## src/rtl/ethernet_decapsulation.sv

```systemverilog
// ethernet_decapsulation
//   Receive-side Ethernet framer. Consumes GMII receive bytes, strips the
//   preamble/SFD, filters on destination MAC, captures the source MAC and
//   length field, and streams payload bytes to the RX buffer with one cycle
//   of latency. Pad bytes are dropped. The frame is checked against its FCS
//   (CRC-32). Every frame that leaves IDLE ends in exactly one status pulse.
//
// Ports
//   clk          single clock; GMII RX is already in this domain
//   rst          asynchronous, active-low reset
//   gmii_rxd     received byte
//   gmii_rx_dv   receive data valid
//   gmii_rx_er   receive error
//   data_out     payload byte to RX buffer
//   data_valid   data_out carries a payload byte (no backpressure)
//   data_last    with data_valid: final payload byte of the frame
//   src_mac      source MAC of the current/last frame
//   len_field    length field of the current/last frame
//   frame_ok     1-cycle pulse: frame accepted, FCS good
//   frame_err    1-cycle pulse: frame rejected, downstream discards its bytes
//   err_code     cause of the last frame_err; held until the next pulse
module ethernet_decapsulation #(
  parameter logic [47:0] LOCAL_MAC   = 48'h023528fbdd66,
  parameter bit          PROMISC     = 1'b0,
  parameter int          MAX_PAYLOAD = 1500,
  parameter int          MIN_PAYLOAD = 46
) (
  input  logic        clk,
  input  logic        rst,
  input  logic [7:0]  gmii_rxd,
  input  logic        gmii_rx_dv,
  input  logic        gmii_rx_er,
  output logic [7:0]  data_out,
  output logic        data_valid,
  output logic        data_last,
  output logic [47:0] src_mac,
  output logic [15:0] len_field,
  output logic        frame_ok,
  output logic        frame_err,
  output logic [2:0]  err_code
);

  typedef enum logic [3:0] {
    IDLE, PREAMBLE, DEST_MAC, SRC_MAC, LEN, PAYLOAD, PAD, FCS, CHECK, DROP
  } state_t;

  localparam logic [2:0]  ERR_PREAMBLE = 3'd1;
  localparam logic [2:0]  ERR_ADDR     = 3'd2;
  localparam logic [2:0]  ERR_LEN      = 3'd3;
  localparam logic [2:0]  ERR_TRUNC    = 3'd4;
  localparam logic [2:0]  ERR_CRC      = 3'd5;
  localparam logic [2:0]  ERR_RXER     = 3'd6;
  localparam logic [2:0]  ERR_LONG     = 3'd7;
  localparam logic [15:0] MAX_LEN      = 16'(MAX_PAYLOAD);
  localparam logic [15:0] MIN_LEN      = 16'(MIN_PAYLOAD);
  localparam logic [10:0] MIN_CNT      = 11'(MIN_PAYLOAD);
  localparam logic [10:0] PREAMBLE_MAX = 11'd7;
  // Good-frame residue expressed in normal (non-reflected) bit order.
  localparam logic [31:0] CRC_RESIDUE  = 32'hC704DD7B;

  // Reflected IEEE 802.3 CRC-32, one byte per call, LSB of the byte first.
  function automatic logic [31:0] crc32_byte(input logic [31:0] crc, input logic [7:0] d);
    logic [31:0] c;
    c = crc ^ {24'h0, d};
    for (int i = 0; i < 8; i++)
      c = c[0] ? ((c >> 1) ^ 32'hEDB88320) : (c >> 1);
    return c;
  endfunction

  state_t      state, state_d;
  logic [10:0] cnt, cnt_d, cnt_inc, pad_len;
  logic [31:0] crc, crc_d, crc_upd, residue;
  logic [39:0] dest, dest_d;
  logic [47:0] dest_shift, src_d;
  logic [15:0] len_d, len_shift;
  logic [7:0]  data_d;
  logic        valid_d, last_d, ok_d, err_d, addr_ok;
  logic [2:0]  code_d;

  assign crc_upd    = crc32_byte(crc, gmii_rxd);
  // The shift register holds the reflected CRC; reverse it to compare against the normal-order residue.
  assign residue    = {<<{crc}};
  assign cnt_inc    = cnt + 11'd1;
  assign dest_shift = {dest, gmii_rxd};
  assign len_shift  = {len_field[7:0], gmii_rxd};
  assign pad_len    = MIN_CNT - len_field[10:0];
  assign addr_ok    = PROMISC || (dest_shift == LOCAL_MAC) || (dest_shift == 48'hFFFF_FFFF_FFFF);

  always_comb begin
    // NOTE: every signal written here gets a default first so no path can infer a latch.
    state_d = state;
    cnt_d   = cnt;
    crc_d   = crc;
    dest_d  = dest;
    src_d   = src_mac;
    len_d   = len_field;
    data_d  = data_out;
    valid_d = 1'b0;
    last_d  = 1'b0;
    ok_d    = 1'b0;
    err_d   = 1'b0;
    code_d  = err_code;

    // A receive error outranks every other check once a frame has started.
    if (gmii_rx_dv && gmii_rx_er && state != IDLE && state != DROP) begin
      state_d = DROP; err_d = 1'b1; code_d = ERR_RXER;
    end else begin
      unique case (state)
        IDLE: begin
          if (gmii_rx_dv) begin
            if (gmii_rxd == 8'h55) begin
              state_d = PREAMBLE; cnt_d = 11'd1;
            end else begin
              state_d = DROP; err_d = 1'b1; code_d = ERR_PREAMBLE;
            end
          end
        end
        PREAMBLE: begin
          if (!gmii_rx_dv) begin
            state_d = IDLE; err_d = 1'b1; code_d = ERR_PREAMBLE;
          end else if (gmii_rxd == 8'hD5) begin
            state_d = DEST_MAC; cnt_d = '0; crc_d = '1;
          end else if (gmii_rxd == 8'h55 && cnt < PREAMBLE_MAX) begin
            cnt_d = cnt_inc;
          end else begin
            state_d = DROP; err_d = 1'b1; code_d = ERR_PREAMBLE;
          end
        end
        DEST_MAC, SRC_MAC, LEN, PAYLOAD, PAD, FCS: begin
          if (!gmii_rx_dv) begin
            state_d = IDLE; err_d = 1'b1; code_d = ERR_TRUNC;
          end else begin
            crc_d = crc_upd;
            cnt_d = cnt_inc;
            case (state)
              DEST_MAC: begin
                dest_d = dest_shift[39:0];
                if (cnt == 11'd5) begin
                  cnt_d = '0;
                  if (addr_ok) state_d = SRC_MAC;
                  else begin
                    state_d = DROP; err_d = 1'b1; code_d = ERR_ADDR;
                  end
                end
              end
              SRC_MAC: begin
                src_d = {src_mac[39:0], gmii_rxd};
                if (cnt == 11'd5) begin
                  cnt_d = '0; state_d = LEN;
                end
              end
              LEN: begin
                len_d = len_shift;
                if (cnt == 11'd1) begin
                  cnt_d = '0;
                  if (len_shift == 16'd0 || len_shift > MAX_LEN) begin
                    state_d = DROP; err_d = 1'b1; code_d = ERR_LEN;
                  end else state_d = PAYLOAD;
                end
              end
              PAYLOAD: begin
                data_d  = gmii_rxd;
                valid_d = 1'b1;
                if (cnt_inc == len_field[10:0]) begin
                  last_d = 1'b1; cnt_d = '0;
                  if (len_field < MIN_LEN) state_d = PAD;
                  else state_d = FCS;
                end
              end
              PAD: begin
                if (cnt_inc == pad_len) begin
                  cnt_d = '0; state_d = FCS;
                end
              end
              FCS: begin
                if (cnt == 11'd3) begin
                  cnt_d = '0; state_d = CHECK;
                end
              end
              default: ;
            endcase
          end
        end
        CHECK: begin
          if (gmii_rx_dv) begin
            state_d = DROP; err_d = 1'b1; code_d = ERR_LONG;
          end else begin
            state_d = IDLE;
            if (residue == CRC_RESIDUE) ok_d = 1'b1;
            else begin
              err_d = 1'b1; code_d = ERR_CRC;
            end
          end
        end
        DROP: begin
          if (!gmii_rx_dv) state_d = IDLE;
        end
        default: state_d = IDLE;
      endcase
    end
  end

  // NOTE: sequential state uses non-blocking assignments so every register samples pre-edge values.
  always_ff @(posedge clk or negedge rst) begin
    if (!rst) begin
      state      <= IDLE;
      cnt        <= '0;
      crc        <= '1;
      dest       <= '0;
      src_mac    <= '0;
      len_field  <= '0;
      data_out   <= '0;
      data_valid <= 1'b0;
      data_last  <= 1'b0;
      frame_ok   <= 1'b0;
      frame_err  <= 1'b0;
      err_code   <= '0;
    end else begin
      state      <= state_d;
      cnt        <= cnt_d;
      crc        <= crc_d;
      dest       <= dest_d;
      src_mac    <= src_d;
      len_field  <= len_d;
      data_out   <= data_d;
      data_valid <= valid_d;
      data_last  <= last_d;
      frame_ok   <= ok_d;
      frame_err  <= err_d;
      err_code   <= code_d;
    end
  end

endmodule

```

## config.mk

```make
export PLATFORM = sky130hd
export DESIGN_NAME = ethernet_decapsulation
export DESIGN_NICKNAME = d
export VERILOG_FILES = /design/src/rtl/ethernet_decapsulation.sv
export SDC_FILE = /design/constraint.sdc
export NUM_CORES = 1
export LEC_CHECK = 0
export CORE_MARGIN = 1
export CORE_UTILIZATION = 45
export DETAILED_ROUTE_END_ITERATION = 7
export GPL_ROUTABILITY_DRIVEN = 0
export PLACE_DENSITY = 0.77
export SLEW_MARGIN = 10
export SYNTH_ARGS = -nofsm -noshare
export SYNTH_HDL_FRONTEND = slang
export SYNTH_SLANG_ARGS = --single-unit
export TNS_END_PERCENT = 5
```

## constraint.sdc

```tcl
create_clock -name clk -period 8.17 [get_ports clk]
set_input_delay 1.634 -clock clk [delete_from_list [all_inputs] [get_ports clk]]
set_output_delay 1.634 -clock clk [all_outputs]
set_load 0.02 [all_outputs]
```

==> results.py, run 1 <==
metrics = {
    "clock_tree": {
        "htreeDepth": 4,
        "clk_pin_slew_worst_paths_ns": 0.07,
        "cts_resized": 0,
        "cts_setup_buffers": 0,
        "clock-root-buffer": "clkbuf_16",
        "cts_num_sinks": 166,
        "cts_made_buffers": 17,
        "clk_latency_ns": 0.43,
        "cts.hold.buffers_added": 0,
        "clock_path_buffers": 2,
        "cts_tree": "done",
    },
    "worst_setup_path": {
        "r2r_cells": 9,
        "critPathLaunch": "gmii_rxd[2]",
        "cp-endpoint": "cnt[6]$_DFFE_PN0P_",
        "criticalPathCategory": "in2reg",
        "crit_top_cell": "nand2_1",
        "cp.arrival_ns": 4.51,
        "crit_family": "simple AND/OR/NAND/NOR gates",
        "cpMaxStageDelayCell": "clkdlybuf4s50_1",
        "path_buf_inv": 1,
        "path_depth": 9,
        "cp_slowest_stage_delay_ns": 0.73,
        "setup.worst_path.end_class": "flip-flop",
        "r2r-start": "cnt[0]$_DFFE_PN0P_",
        "r2r_end": "state[0]$_DFFE_PN0P_",
        "r2r_slack_ns": 4.62,
        "crit_path_cell_trace": "clkdlybuf4s50_1 -> nand2_1 -> and4bb_1 -> nand2_1 -> o211a_1 -> or4b_4 -> or4_1 -> a2bb2oi_1 -> a21o_1",
        "required_ns": 8.54,
        "cp_max_fo": 22,
        "critPathLaunchType": "input pin",
    },
    "placement": {
        "placed_area_mm2": 0.00966,
        "io_buffers": 90,
        "dp_hpwl_mm": 13.7,
        "dpl.cell_count": 1050,
    },
    "drt": {
        "highest_layer": "met4",
        "viasPerCell": 5.71,
        "met3_length_mm": 1.01,
        "drc": 0,
        "wl_per_cell_um": 18.2,
        "ant_nets": 0,
        "met1_length_mm": 8.77,
        "vias": 6175,
        "first_pass_iters": 5,
        "wl_met2_mm": 9.59,
        "drt-initial-drc-count": 464,
        "drt-total-wl_mm": 19.7,
    },
    "floorplanning": {
        "die-area_mm2": 0.0197,
        "fp.dieW_um": 140,
        "die_y_um": 140,
        "initial_utilization": 0.459,
        "rows": 50,
        "ios": 91,
        "coreArea_mm2": 0.0188,
    },
    "layout": {
        "final_area_mm2": 0.0103,
        "finalNonFillerCells": 1082,
        "drive_gt1_frac": 0.239,
        "num-fill-cells": 1604,
        "syn_to_final_growth_pct": 19.0,
        "n_antenna_cell": 0,
        "utilization": 0.547,
        "fin_nets": 852,
    },
    "power_and_ir_drop": {
        "cellPowerDensity_mw_per_mm2": 240,
        "p_leak_nw": 4.44,
        "max-vdd-ir-drop_v": 0.000155,
    },
    "timing": {
        "timing.slew.headroom": 0.375,
        "slew_viol_final": 0,
        "fmax_mhz": 241,
        "hold_viol": 0,
        "setup_viol": 0,
        "max_slew.worst_pin.slew_ns": 0.931,
        "min_period_ns": 4.15,
        "period_share": 0.507,
        "skew_ns": 0.0114,
        "fin_tns_setup_ns": 0,
        "grt_setup_unrepaired": "false",
        "holdWs_ns": 0.504,
    },
    "synthesis": {
        "synth_enable_flop_cells": 0,
        "async_flop_share": 1.00,
        "syn_nets": 785,
        "synth_ff_type": "dfrtp_1",
        "synth_cell_types": 76,
        "syn_area_per_cell_um2": 11.2,
        "synth_warnings": 0,
        "yosysSeqAreaShare": 0.487,
        "syn_inst": 768,
        "syn_area_mm2": 0.00862,
        "ys_ff_latch": 166,
    },
    "global_routing": {
        "antenna_found_initial": 0,
        "grt_pass1_vias": 6173,
        "grt_max_degree": 104,
        "grt_first_pass_wirelength_mm": 32.5,
        "track_usage": 0.210,
        "grt_overflow": 0,
    },
    "job": {
        "cap_violations": 0,
    },
    "worst_hold_path": {
        "hold_path.class": "reg2reg",
    },
    "outcome": {
        "status": "completed",
    },
}
-- cell type report --
class	instances	area, µm²	area share
well taps	234	293	0.0285
multi-input cells	544	4190	0.408
inverters	10	37.5	0.00366
flip-flops and latches	166	4190	0.409
clock inverters	13	166	0.0162
clock buffers	19	433	0.0422
repair buffers	96	947	0.0923
-- sequential cells by signal (all words and copies together), names as in the netlist --
signal	flops
cnt	11
data_out	8
data_valid	1
len_field	16
crc	32
dest	40
err_code	3
src_mac	48
frame_ok	1
frame_err	1
data_last	1
state	4
-- layer usage --
| layer | up-vias | GRT usage |
|---|---|---|
| li1 | 2895 | - |
| met1 | 3049 | 0.278 |
| met2 | 202 | 0.344 |
| met3 | 29 | 0.0410 |
| met4 | 0 | 0.0729 |
| met5 | - | 0 |
-- cells by family (layout without fill, tap and decap cells) --
family                     after synthesis  count (layout)  synth area share
and+or+nand+nor                        216             216             0.136
DFF                                    166             166             0.487
AOI/OAI and AO/OA                      116             116            0.0912
muxes                                  111             111             0.145
xor gates and xnor gates                96              96             0.106
buffers and inverters                   58             138            0.0282
adders and majority gates                5               5           0.00726
-- per-stage QoR --
stage	setup slack, ns	power [mW]
after floorplan	4.52	1.51
after global placement	3.64	1.64
after detailed placement	3.61	1.66
after CTS	4.06	2.48
after global routing	3.91	2.59
final	4.02	2.47
-- how the worst min path moves through the flow --
| stage | from | to | slack (ns) | cells after the start |
|---|---|---|---|---|
| global placement | src_mac[45]$_DFFE_PN0P_ | src_mac[45]$_DFFE_PN0P_ | 0.49 | 1 |
| CTS | src_mac[45]$_DFFE_PN0P_ | src_mac[45]$_DFFE_PN0P_ | 0.51 | 1 |
| finish | src_mac[46]$_DFFE_PN0P_ | src_mac[46]$_DFFE_PN0P_ | 0.50 | 1 |
| detailed placement | src_mac[45]$_DFFE_PN0P_ | src_mac[45]$_DFFE_PN0P_ | 0.49 | 1 |
| floorplan | dest[33]$_DFFE_PN0P_ | dest[33]$_DFFE_PN0P_ | 0.48 | 1 |
| global route | src_mac[44]$_DFFE_PN0P_ | src_mac[44]$_DFFE_PN0P_ | 0.53 | 1 |
-- power breakdown --
group / switching [mW] / internal [mW]
Clock: 0.349 / 0.461
Sequential: 0.109 / 0.891
Combinational: 0.360 / 0.298
-- cell usage after synthesis, drive strengths merged (2+ instances only) --
| library cell | number | area, µm² |
|---|---|---|
| nor2b | 4 | 25.0 |
| dfstp | 32 | 841 |
| o22ai | 3 | 18.8 |
| or3 | 5 | 36.3 |
| o211ai | 9 | 67.6 |
| a31oi | 3 | 18.8 |
| nor2 | 60 | 235 |
| or2 | 4 | 25.0 |
| a211o | 2 | 17.5 |
| a22oi | 2 | 15.0 |
| o211a | 2 | 20.0 |
| nand3 | 24 | 138 |
| nor3 | 14 | 70.1 |
| nand3b | 3 | 22.5 |
| clkbuf | 34 | 128 |
| and4 | 3 | 26.3 |
| o21a | 2 | 15.0 |
| xnor2 | 62 | 543 |
| mux2 | 111 | 1250 |
| nand4b | 4 | 35.0 |
| buf | 14 | 77.6 |
| nand2 | 37 | 139 |
| a2bb2oi | 2 | 17.5 |
| o311a | 2 | 20.0 |
| nand2b | 4 | 25.0 |
| nor4b | 2 | 17.5 |
| o21bai | 2 | 15.0 |
| ha | 5 | 62.6 |
| a311oi | 3 | 26.3 |
| nor4 | 15 | 93.8 |
| inv | 10 | 37.5 |
| xnor3 | 2 | 45.0 |
| nand4 | 16 | 100 |
| xor3 | 3 | 71.3 |
| o31ai | 6 | 55.1 |
| a21oi | 45 | 229 |
| dfrtp | 134 | 3350 |
| or4 | 5 | 48.8 |
| xor2 | 29 | 254 |
| o21ai | 19 | 98.8 |
| and3 | 6 | 37.5 |
| a21o | 2 | 15.0 |
| a2111oi | 3 | 57.6 |
-- cell usage in the layout (no fill, tap or decap), types with 5 or more instances in the layout --
master           synthesis  final
clkdlybuf4s50_1          0     89
o211ai_1                 9      9
nor4_1                  15     15
nor2_1                  58     56
buf_4                    2      6
clkbuf_16                0     17
xnor2_1                 62     62
inv_1                   10     10
nand3_1                 22     22
and3_1                   6      6
nor3_1                  14     14
nand2_1                 37     37
ha_1                     5      5
xor2_1                  29     29
a21oi_1                 44     44
mux2_2                 111    111
o21ai_0                 17     17
dfrtp_1                134    134
nand4_1                 16     16
dfstp_2                 32     32
No activity file was read; power rests on OpenSTA's default activity.
==> inputs of run 2 (changes only) <==
--- a/config.mk
+++ b/config.mk
@@ -9,7 +9,7 @@
 export CORE_UTILIZATION = 45
 export DETAILED_ROUTE_END_ITERATION = 7
 export GPL_ROUTABILITY_DRIVEN = 0
-export PLACE_DENSITY = 0.77
+export PLACE_DENSITY = 0.79
 export SLEW_MARGIN = 10
 export SYNTH_ARGS = -nofsm -noshare
 export SYNTH_HDL_FRONTEND = slang
==> constraint.sdc (replaced) <==
create_clock -name clk -period 3.6 [get_ports clk]
set_input_delay 0.72 -clock clk [delete_from_list [all_inputs] [get_ports clk]]
set_output_delay 0.72 -clock clk [all_outputs]
set_load 0.02 [all_outputs]
==> run 2 against run 1 <==
Effect of this change:
- critical path depth is the same
- via count grew 2.1%
- global-route usage grew 0.78 points
- sequential share of layout area shrank 0.88 points
- register-to-register slack lost 4.4 ns
==> results.py, run 2 (synthesis gave the netlist of run 1 again) <==
metrics = {
    "worst_setup_path": {
        "path_buf_inv": 0,
        "critPathLaunchType": "flip-flop",
        "crit_path_cell_trace": "ha_1 -> nand3_4 -> or4_4 -> a311oi_1 -> nand3b_1 -> o31ai_2 -> nand3_4 -> a21oi_2 -> mux2_2",
        "criticalPathCategory": "reg2reg",
        "cp_slowest_stage_delay_ns": 0.59,
        "required_ns": 3.92,
        "cpMaxStageDelayCell": "or4_4",
        "cp.arrival_ns": 3.71,
        "crit_family": "simple AND/OR/NAND/NOR gates",
        "cp_max_fo": 16,
        "crit_top_cell": "nand3_4",
        "setup.worst_path.end_class": "flip-flop",
    },
    "timing": {
        "fmax_mhz": 295,
        "skew_ns": 0.00753,
        "fin_tns_setup_ns": 0,
        "hold_viol": 0,
        "min_period_ns": 3.39,
        "period_share": 0.941,
        "slew_viol_final": 0,
        "setup_viol": 0,
        "timing.slew.headroom": 0.408,
        "grt_setup_unrepaired": "false",
        "max_slew.worst_pin.slew_ns": 0.885,
    },
    "layout": {
        "largestRegisters": "src_mac (48), dest (40), crc (32)",
        "syn_to_final_growth_pct": 21.6,
        "drive_gt1_frac": 0.266,
        "n_antenna_cell": 0,
        "final_common_cell": "dfrtp_1",
        "top_register": "src_mac",
        "fin_nets": 880,
        "final_cell_mix": "dfrtp_1 (134), mux2_2 (111), clkdlybuf4s50_1 (89)",
        "largest_register_ffs": 48,
        "final_area_mm2": 0.0105,
    },
    "clock_tree": {
        "htreeDepth": 4,
        "clk_pin_slew_worst_paths_ns": 0.07,
        "clock-root-buffer": "clkbuf_16",
        "cts_tree": "done",
        "cts_setup_buffers": 0,
        "cts_made_buffers": 17,
        "cts.hold.buffers_added": 0,
        "clock_path_buffers": 2,
        "cts_num_sinks": 166,
        "clk_latency_ns": 0.43,
    },
    "global_routing": {
        "grt_first_pass_wirelength_mm": 33.8,
        "grt_max_degree": 81,
        "grt_overflow": 0,
        "grt_pass1_vias": 6386,
        "track_usage": 0.218,
        "antenna_found_initial": 0,
    },
    "power_and_ir_drop": {
        "max-vdd-ir-drop_v": 0.000348,
        "p_leak_nw": 4.59,
        "cellPowerDensity_mw_per_mm2": 534,
    },
    "drt": {
        "drc": 0,
        "first_pass_iters": 5,
        "highest_layer": "met4",
        "drt-initial-drc-count": 453,
        "met1_length_mm": 9.11,
        "wl_met2_mm": 9.84,
        "met3_length_mm": 1.07,
        "viasPerCell": 5.68,
        "ant_nets": 0,
        "wl_per_cell_um": 18.4,
        "vias": 6302,
        "drt-total-wl_mm": 20.4,
    },
    "outcome": {
        "status": "completed",
    },
    "placement": {
        "io_buffers": 90,
        "placed_area_mm2": 0.00989,
        "dp_hpwl_mm": 14.3,
    },
    "worst_hold_path": {
        "hold_path.class": "in2async",
    },
    "floorplanning": {
        "die_y_um": 140,
        "die-area_mm2": 0.0197,
        "coreArea_mm2": 0.0188,
        "rows": 50,
        "fp.dieW_um": 140,
        "ios": 91,
        "initial_utilization": 0.459,
    },
    "job": {
        "cap_violations": 0,
    },
}
[run 2: changes by cell type in the layout (fill, tap and decap cells not counted), moves of 2 or more]
cell	previous run	this run
clkinv_4	4	1
bufinv_16	2	0
buf_4	6	32
buf_12	0	2
inv_6	2	6
clkbuf_1	2	0
[run 2: cell type report]
class                   count  area [µm²]
fillers                  1573        8280
multi-input cells         544        4200
flip-flops and latches    166        4190
repair buffers            124        1180
clock buffers              17         425
well taps                 234         293
clock inverters            15         156
inverters                  10        37.5
[run 2: worst paths after layout]
check,startpoint,endpoint,slack [ns],cells past startpoint
hold / removal,rst,frame_ok$_DFF_PN0_,0.33,1
setup reg to reg,cnt[0]$_DFFE_PN0P_,state[0]$_DFFE_PN0P_,0.21,9
hold reg to reg,src_mac[42]$_DFFE_PN0P_,src_mac[42]$_DFFE_PN0P_,0.50,1
setup / recovery,cnt[0]$_DFFE_PN0P_,state[0]$_DFFE_PN0P_,0.21,9
min in group clk,src_mac[42]$_DFFE_PN0P_,src_mac[42]$_DFFE_PN0P_,0.50,1
max in group asynchronous,rst,data_out[3]$_DFFE_PN0P_,2.35,2
[run 2: power breakdown]
part,internal [mW],total (mW),switching [mW]
combinational,0.720,1.55,0.828
clock,0.930,1.79,0.855
sequential,2.02,2.26,0.242
total,3.67,5.60,1.93
[run 2: per-stage QoR]
step                      hold slack (ns)  total power [mW]  std cells  worst slack (ns)   util
final                               0.325              5.60       1110             0.214  0.559
after CTS                           0.359              5.62       1110             0.149  0.558
after global placement              0.487              3.79       1078             0.322  0.527
after detailed placement            0.494              3.82       1078             0.191  0.527
after global routing                0.391              5.88       1110            0.0464  0.559
after floorplan                     0.424              3.43        768             0.767      -
[run 2: what timing repair did]
action                     CTS  global route
setup endpoints to repair    0             7
hold endpoints to repair     0             0
gates resized for setup      0             1
[run 2: metal layers]
metal | vias to the layer above | global-route usage
met5 | - | 0
met1 | 3123 | 0.289
met2 | 194 | 0.359
li1 | 2949 | -
met4 | 0 | 0.0735
met3 | 36 | 0.0403
==> inputs of run 3 (changes only) <==
--- a/config.mk
+++ b/config.mk
@@ -5,11 +5,14 @@
 export SDC_FILE = /design/constraint.sdc
 export NUM_CORES = 1
 export LEC_CHECK = 0
+export CELL_PAD_IN_SITES_DETAIL_PLACEMENT = 0
+export CELL_PAD_IN_SITES_GLOBAL_PLACEMENT = 1
 export CORE_MARGIN = 1
 export CORE_UTILIZATION = 45
 export DETAILED_ROUTE_END_ITERATION = 7
+export DONT_BUFFER_PORTS = 1
 export GPL_ROUTABILITY_DRIVEN = 0
-export PLACE_DENSITY = 0.79
+export PLACE_DENSITY = 0.85
 export SLEW_MARGIN = 10
 export SYNTH_ARGS = -nofsm -noshare
 export SYNTH_HDL_FRONTEND = slang
==> run 3 against run 2 <==
Effect of this change:
- via count shrank 6.7%
- die area is the same
- maximum frequency grew 1.4%
- sequential share of layout area grew 4.0 points
- global-route usage shrank 1.1 points
- clock skew grew 0.0075 ns
- critical path type unchanged
- critical endpoint unchanged
==> results.py, run 3 (synthesis gave the netlist of run 1 again) <==
metrics = {
    "global_routing": {
        "grt_overflow": 0,
        "grt_max_degree": 167,
        "track_usage": 0.207,
        "antenna_found_initial": 0,
        "grt_first_pass_wirelength_mm": 31.8,
        "grt_pass1_vias": 5806,
    },
    "drt": {
        "viasPerCell": 5.84,
        "wl_per_cell_um": 19.5,
        "ant_nets": 0,
        "first_pass_iters": 5,
        "met3_length_mm": 1.23,
        "highest_layer": "met4",
        "wl_met2_mm": 9.16,
        "drt-initial-drc-count": 307,
        "met1_length_mm": 8.89,
        "vias": 5877,
        "drt-total-wl_mm": 19.6,
        "drc": 0,
    },
    "clock_tree": {
        "cts_num_sinks": 166,
        "cts_made_buffers": 17,
        "htreeDepth": 4,
        "clock-root-buffer": "clkbuf_16",
        "cts_resized": 0,
        "clk_pin_slew_worst_paths_ns": 0.07,
        "clock_path_buffers": 2,
        "clk_latency_ns": 0.43,
        "cts_setup_buffers": 0,
        "cts_tree": "done",
    },
    "timing": {
        "hold_viol": 0,
        "fin_tns_setup_ns": 0,
        "max_slew.worst_pin.slew_ns": 0.884,
        "worst_slack_ns": 0.261,
        "grt_setup_unrepaired": "false",
        "setup_viol": 0,
        "skew_ns": 0.0150,
        "timing.slew.headroom": 0.409,
        "min_period_ns": 3.34,
        "fmax_mhz": 300,
        "period_share": 0.927,
        "holdWs_ns": 0.131,
        "slew_viol_final": 0,
    },
    "worst_setup_path": {
        "crit_path_cell_trace": "ha_1 -> nand3_4 -> or4_4 -> a311oi_1 -> nand3b_1 -> o31ai_2 -> nand3_2 -> a21oi_2 -> mux2_2",
        "critPathLaunchType": "flip-flop",
        "criticalPathCategory": "reg2reg",
        "cpMaxStageDelayCell": "or4_4",
        "crit_family": "simple AND/OR/NAND/NOR gates",
        "path_buf_inv": 0,
        "cp_slowest_stage_delay_ns": 0.59,
        "setup.worst_path.end_class": "flip-flop",
        "required_ns": 3.92,
        "cp.arrival_ns": 3.66,
        "cp_max_fo": 16,
    },
    "floorplanning": {
        "fp.dieW_um": 140,
        "ios": 91,
        "die_y_um": 140,
        "initial_utilization": 0.459,
        "rows": 50,
        "coreArea_mm2": 0.0188,
        "die-area_mm2": 0.0197,
    },
    "placement": {
        "dp_hpwl_mm": 13.2,
        "io_buffers": 0,
        "placed_area_mm2": 0.00885,
        "dp_slack_ns": 0.296,
    },
    "layout": {
        "largest_register_ffs": 48,
        "syn_to_final_growth_pct": 10.7,
        "top_register": "src_mac",
        "utilization": 0.508,
        "n_antenna_cell": 0,
        "drive_gt1_frac": 0.283,
        "fin_nets": 777,
        "final_common_cell": "dfrtp_1",
        "final_cell_mix": "dfrtp_1 (134), mux2_2 (111), xnor2_1 (62)",
        "largestRegisters": "src_mac (48), dest (40), crc (32)",
        "final_area_mm2": 0.00954,
    },
    "worst_hold_path": {
        "hold_path.class": "in2async",
    },
    "outcome": {
        "status": "completed",
    },
    "power_and_ir_drop": {
        "max-vdd-ir-drop_v": 0.000298,
        "cellPowerDensity_mw_per_mm2": 583,
        "p_leak_nw": 4.23,
    },
    "job": {
        "cap_violations": 0,
    },
}
==> run 3: changes by cell type in the layout (fill, tap and decap cells not counted), sizes merged <==
cell           delta
clkdlybuf4s50    -89
clkinv            +6
inv               -6
buf              -14
==> run 3: layout make-up <==
| class | count | area (µm²) |
|---|---|---|
| Fill cell | 1629 | 9230 |
| Sequential cell | 166 | 4190 |
| Multi-Input combinational cell | 544 | 4190 |
| Clock buffer | 17 | 425 |
| Tap cell | 234 | 293 |
| Clock inverter | 15 | 203 |
| Timing Repair Buffer | 21 | 198 |
| Inverter | 10 | 37.5 |
==> run 3: report_power, final <==
group / leakage (nW) / internal [mW] / total [mW] / switching [mW]
Combinational: 1.78 / 0.656 / 1.43 / 0.770
Clock: 0.297 / 0.949 / 1.84 / 0.894
Sequential: 2.15 / 2.02 / 2.29 / 0.271
Total: 4.23 / 3.62 / 5.56 / 1.93
==> run 3: per-stage QoR <==
stage	std cells	total power, mW
6_report	1007	5.56
5_1_grt	1007	5.85
4_1_cts	1005	5.56
3_5_place_dp	973	3.69
3_3_place_gp	973	3.69
2_1_floorplan	768	3.43
==> run 3: metal layers <==
layer  vias up  GRT usage
met1      2934      0.274
li1       2739          -
met4         0     0.0694
met2       182      0.326
met5         -          0
met3        22     0.0574
==> run 3: final timing paths <==
path	slack, ns	startpoint	cells after the start	to
worst max-delay path	0.26	cnt[0]$_DFFE_PN0P_	9	state[0]$_DFFE_PN0P_
max in group asynchronous	3.08	rst	1	dest[19]$_DFFE_PN0P_
min in group clk	0.44	gmii_rxd[0]	1	data_out[0]$_DFFE_PN0P_
worst min register to register	0.51	dest[33]$_DFFE_PN0P_	1	dest[33]$_DFFE_PN0P_
worst min-delay path	0.13	rst	1	err_code[1]$_DFFE_PN0P_
worst max register to register	0.26	cnt[0]$_DFFE_PN0P_	9	state[0]$_DFFE_PN0P_
